## src/rtl/fetch_unit.sv

```systemverilog
// Instruction fetch stage: one outstanding bus request, one-slot output register to decode,
// delay-slot branch redirect, flush with stale-response drop, and misaligned-PC exception slot.
module fetch_unit #(
    parameter logic [31:0] RESET_PC = 32'hBFC0_0000
) (
    input  logic        clk,
    input  logic        resetn,
    output logic        ireq,
    output logic [31:0] iaddr,
    input  logic        iaddr_ok,
    input  logic        idata_ok,
    input  logic [31:0] idata,
    input  logic        stall,
    input  logic        redirect,
    input  logic [31:0] redirect_pc,
    input  logic        flush,
    input  logic [31:0] flush_pc,
    output logic        out_valid,
    output logic [31:0] out_pc,
    output logic [31:0] out_instr,
    output logic        out_adel
);

    typedef enum logic [1:0] {
        S_REQ,
        S_WAIT,
        S_HOLD
    } state_e;

    state_e      state_q, state_d;
    logic [31:0] pc_q, pc_d;
    logic [31:0] target_q, target_d;
    logic        pending_q, pending_d;
    logic        drop_q, drop_d;
    logic        halt_q, halt_d;
    logic        ireq_q, ireq_d;
    logic        out_valid_q, out_valid_d;
    logic [31:0] out_pc_q, out_pc_d;
    logic [31:0] out_instr_q, out_instr_d;
    logic        out_adel_q, out_adel_d;

    logic        take_redirect;
    logic        advance;
    logic [31:0] pc_adv;

    always_comb begin
        state_d       = state_q;
        pc_d          = pc_q;
        target_d      = target_q;
        pending_d     = pending_q;
        drop_d        = drop_q;
        halt_d        = halt_q;
        out_valid_d   = 1'b0;
        out_pc_d      = out_pc_q;
        out_instr_d   = out_instr_q;
        out_adel_d    = 1'b0;
        advance       = 1'b0;
        take_redirect = redirect && !stall;
        // A redirect arriving in the advance cycle itself applies directly.
        pc_adv        = take_redirect ? redirect_pc :
                        (pending_q ? target_q : pc_q + 32'd4);

        case (state_q)
            S_REQ: begin
                if (drop_q) begin
                    if (idata_ok) drop_d = 1'b0;
                end else if (!halt_q) begin
                    if (pc_q[1:0] != 2'b00) begin
                        out_valid_d = 1'b1;
                        out_adel_d  = 1'b1;
                        out_pc_d    = pc_q;
                        out_instr_d = '0;
                        halt_d      = 1'b1;
                        state_d     = stall ? S_HOLD : S_REQ;
                    end else if (ireq_q && iaddr_ok) begin
                        state_d = S_WAIT;
                    end
                end
            end
            S_WAIT: begin
                if (idata_ok) begin
                    out_valid_d = 1'b1;
                    out_pc_d    = pc_q;
                    out_instr_d = idata;
                    if (stall) begin
                        state_d = S_HOLD;
                    end else begin
                        state_d = S_REQ;
                        advance = 1'b1;
                    end
                end
            end
            S_HOLD: begin
                if (stall) begin
                    out_valid_d = out_valid_q;
                    out_adel_d  = out_adel_q;
                end else begin
                    state_d = S_REQ;
                    advance = !halt_q;
                end
            end
            default: state_d = S_REQ;
        endcase

        if (advance) begin
            pc_d      = pc_adv;
            pending_d = 1'b0;
        end else if (take_redirect) begin
            pending_d = 1'b1;
            target_d  = redirect_pc;
        end

        // An accepted-but-unanswered request at flush time must have its response swallowed.
        if (flush) begin
            state_d     = S_REQ;
            pc_d        = flush_pc;
            pending_d   = 1'b0;
            halt_d      = 1'b0;
            out_valid_d = 1'b0;
            out_adel_d  = 1'b0;
            out_pc_d    = out_pc_q;
            out_instr_d = out_instr_q;
            drop_d      = ((state_q == S_WAIT) && !idata_ok) ||
                          ((state_q == S_REQ) && ireq_q && iaddr_ok) ||
                          (drop_q && !idata_ok);
        end

        ireq_d = (state_d == S_REQ) && !drop_d && !halt_d && (pc_d[1:0] == 2'b00);
    end

    always_ff @(posedge clk or negedge resetn) begin
        if (!resetn) begin
            state_q     <= S_REQ;
            pc_q        <= RESET_PC;
            target_q    <= '0;
            pending_q   <= 1'b0;
            drop_q      <= 1'b0;
            halt_q      <= 1'b0;
            ireq_q      <= 1'b0;
            out_valid_q <= 1'b0;
            out_pc_q    <= '0;
            out_instr_q <= '0;
            out_adel_q  <= 1'b0;
        end else begin
            state_q     <= state_d;
            pc_q        <= pc_d;
            target_q    <= target_d;
            pending_q   <= pending_d;
            drop_q      <= drop_d;
            halt_q      <= halt_d;
            ireq_q      <= ireq_d;
            out_valid_q <= out_valid_d;
            out_pc_q    <= out_pc_d;
            out_instr_q <= out_instr_d;
            out_adel_q  <= out_adel_d;
        end
    end

    assign ireq      = ireq_q;
    assign iaddr     = pc_q;
    assign out_valid = out_valid_q;
    assign out_pc    = out_pc_q;
    assign out_instr = out_instr_q;
    assign out_adel  = out_adel_q;

endmodule

```

## config.mk

```make
export PLATFORM = sky130hd
export DESIGN_NAME = fetch_unit
export DESIGN_NICKNAME = d
export VERILOG_FILES = /design/src/rtl/fetch_unit.sv
export SDC_FILE = /design/constraint.sdc
export NUM_CORES = 1
export LEC_CHECK = 0
export ABC_CLOCK_PERIOD_IN_PS = 3000
export BUFFER_PORTS_ARGS = -buffer_cell sky130_fd_sc_hd__clkbuf_2
export CAP_MARGIN = 0
export CORE_MARGIN = 5
export CORE_UTILIZATION = 50
export DETAILED_ROUTE_END_ITERATION = 6
export PLACE_DENSITY_LB_ADDON = 0.2
export SYNTH_ARGS = -nofsm -noshare
export SYNTH_HDL_FRONTEND = slang
export SYNTH_SLANG_ARGS = --single-unit
```

## constraint.sdc

```tcl
create_clock -name clk -period 3 [get_ports clk]
set_clock_uncertainty 0.2 [all_clocks]
set_input_delay 0.6 -clock clk [delete_from_list [all_inputs] [get_ports clk]]
set_output_delay 0.6 -clock clk [all_outputs]
set_load 0.01 [all_outputs]
```

==> impl_metrics.ini <==
[drt]
antenna_violating_nets_post_route = 0
drc_errors = 0
vias_per_cell = 5.93
drt_iter0_markers = 390
vias = 5986
wl_per_cell_um = 19.9
routed_wl_mm = 20.1
drt_pass1_iterations = 5

[synth]
synthSimpleGateAreaFrac_pct = 15.1
yosys.area.top_type = dfrtp_1
synth_xor_area_share_pct = 1.67
synth-seq-cells = 136
yosysWarnings = 0
synth_area_leaders = dfrtp_1, mux2_2, a22o_1
synthMuxAreaShare_pct = 11.7
postSynth.asyncResetShare_pct = 100
synth_top_family_by_area = compound AO/OA/AOI/OAI gates
syn_inst = 628
seq_area_frac_synth_pct = 50.1
yosysTopAreaCellShare_pct = 46.7
synthesis.area_mm2 = 0.00681
synth_cell_types = 65
synth_fa_ha_area_share_pct = 0.919
synth_edf_count = 0
synth-compound-area-share_pct = 16.8
synthFlopType = dfrtp_1
syn_area_per_cell_um2 = 10.8
synth_fp_nets = 736

[timing]
worstMarginPinSlew_ns = 0.701
hold_violations = 0
slew_headroom_pct = 53.2
fin_crit_ns = 2.57
holdWs_ns = 0.197
fin_setup_tns_ns = 0
setup_viol = 0
rsz0062_at_grt = false
slew_viol_final = 0
fmax_ghz = 0.389
period_share_pct = 85.8

[final_layout]
area_delta_synth_final_pct = 26.3
nets = 929
final_common_cell = clkbuf_2
num-fill-cells = 1075
layout_common_cells = clkbuf_2, dfrtp_1, mux2_2, nand2_1
drive_gt1_share_pct = 41.0
finalNonFillerCells = 1010
diodes = 0

[worst_setup_path]
worst_setup_path_end_kind = flop
path_cells = inv_1, ha_1, nand2b_4, a211o_1, buf_12, nor3_2, o21ai_0, o221ai_1
critPathMaxFanout = 40
slowest_delay_ns = 0.43
regToRegEndpoint = iaddr[25]$_DFFE_PN1N_
r2r-start = state_q[0]$_DFF_PN0_
required_ns = 3.14
start_kind = flop
worstSetupPathType = flop to flop
r2r_slack_ns = 0.43
cp.arrival_ns = 2.71
rr_worst_depth = 8
crit_path_top_delay_cell = dfrtp_1

[power]
fin_total_pwr_uw = 5720
ir_drop_v = 0.000450
power_leakage_uw = 0.00399
p_per_area_mw_per_mm2 = 665

[floorplanning]
die_y_um = 127
design.core.area_mm2 = 0.0133
initial_core_util_pct = 51.2
pin_count = 202
num_rows = 42
fp.dieW_um = 127
die-area_mm2 = 0.0161

[placed_design]
dp_cells = 977
dp.final_hpwl_mm = 14.0
gp_congestion = 0.922
io_buffer_count = 201

[cts]
clkLatencyLatePin_ns = 0.42
clockBufferDepth = 2
root_buffer = clkbuf_16
clkTransAtPathRegs_ns = 0.06
cts_tree = built
htree_levels = 4
cts_resized = 0
clock-sinks = 136
cts_buffers = 17

[hold_path]
min_path_cells = 3
min_to = iaddr[4]$_DFFE_PN0N_
hp-start = flush_pc[4]
holdCritPathClass = input port to flop

[run_status]
status = complete, no violations

[job]
cap_violations = 0

[global_routing]
grt.overflow.total = 0
grt_pass1_vias = 6274
grt_pass1_wl_mm = 32.6
grt_max_degree = 64
antenna_found_initial = 0
grtUsageTotal_pct = 25.3
[metal layers]
layer / up-vias / GRT usage, % / wire length [um]
met2: 273 / 41.9 / 9620
met4: 0 / 9.59 / 403
met3: 37 / 5.63 / 1590
met1: 2944 / 32.6 / 8480
li1: 2732 / - / -
met5: - / 0 / 0
[flip-flops by register name (all words and copies together), names as in the netlist]
| name | count |
|---|---|
| drop_q | 1 |
| halt_q | 1 |
| iaddr | 32 |
| ireq | 1 |
| out_adel | 1 |
| out_instr | 32 |
| out_pc | 32 |
| out_valid | 1 |
| pending_q | 1 |
| state_q | 2 |
| target_q | 32 |
[report_power, final]
group	total (uW)	switching [uW]	internal, uW
Combinational	1270	653	616
Sequential	2440	243	2190
Clock	2020	751	1270
[what timing repair did]
item                      in CTS  in global routing
setup buffers                  0                  0
hold buffers                   1                  0
hold endpoints to repair      41                  0
[stage by stage]
stage	utilization, %	setup slack (ns)	cell area, um^2
6_report	64.7	0.427	8600
5_1_grt	64.7	0.187	8600
4_1_cts	64.7	0.426	8600
3_5_place_dp	60.2	0.472	8010
3_3_place_gp	60.2	0.582	8010
2_1_floorplan	-	0.884	6810
[final cells by class]
class / count / area (um^2) / area share (%)
Clock buffer: 25 / 515 / 5.99
Clock inverter: 7 / 65.1 / 0.757
Inverter: 13 / 48.8 / 0.567
Multi-Input combinational cell: 435 / 3160 / 36.7
Sequential cell: 136 / 3410 / 39.7
Tap cell: 176 / 220 / 2.56
Timing Repair Buffer: 218 / 1180 / 13.7
[worst max path at each step]
stage | startpoint | to | cells after the start
2_1_floorplan | stall | ireq$_DFF_PN0_ | 6
3_3_place_gp | idata_ok | iaddr[29]$_DFFE_PN1N_ | 7
3_5_place_dp | state_q[0]$_DFF_PN0_ | iaddr[29]$_DFFE_PN1N_ | 8
4_1_cts | state_q[0]$_DFF_PN0_ | iaddr[25]$_DFFE_PN1N_ | 8
5_1_grt | state_q[1]$_DFF_PN0_ | iaddr[25]$_DFFE_PN1N_ | 8
6_report | state_q[0]$_DFF_PN0_ | iaddr[25]$_DFFE_PN1N_ | 8
[cells in the mapped netlist, drive strengths merged, types with 2 or more instances]
cell	n
inv	13
a31oi	8
a21o	3
a211o	3
mux2	66
dfstp	9
o31a	3
nand2b	9
dfrtp	127
a22o	32
and3	10
a211oi	10
nand3b	3
nor3b	5
buf	27
nand3	26
and2	3
o221ai	7
o31ai	3
ha	5
nor4	9
and4	5
clkbuf	17
nor2	28
o21ai	37
a21oi	26
mux2i	5
nand2	58
nor3	9
or4	2
xor2	3
xnor2	10
a221o	2
o311ai	2
o41ai	2
nand4	10
nor2b	4
o211ai	7
a22oi	4
a32o	2
nor4b	2
or3	2
[worst max-delay path, delay by kind of cell (launching register included)]
kind | cells | cell delay, ns
fa+ha+maj | 1 | 0.27
buf+inv | 2 | 0.32
compound gates | 3 | 0.76
flops | 1 | 0.43
simple gates | 2 | 0.49
[cell families after synthesis]
logic type | count (synthesis)
compound gates | 160
fa+ha+maj | 5
xor+xnor | 13
simple gates | 186
mux | 71
buf+inv | 57
flops | 136
No activity file was read; power rests on OpenSTA's default activity.
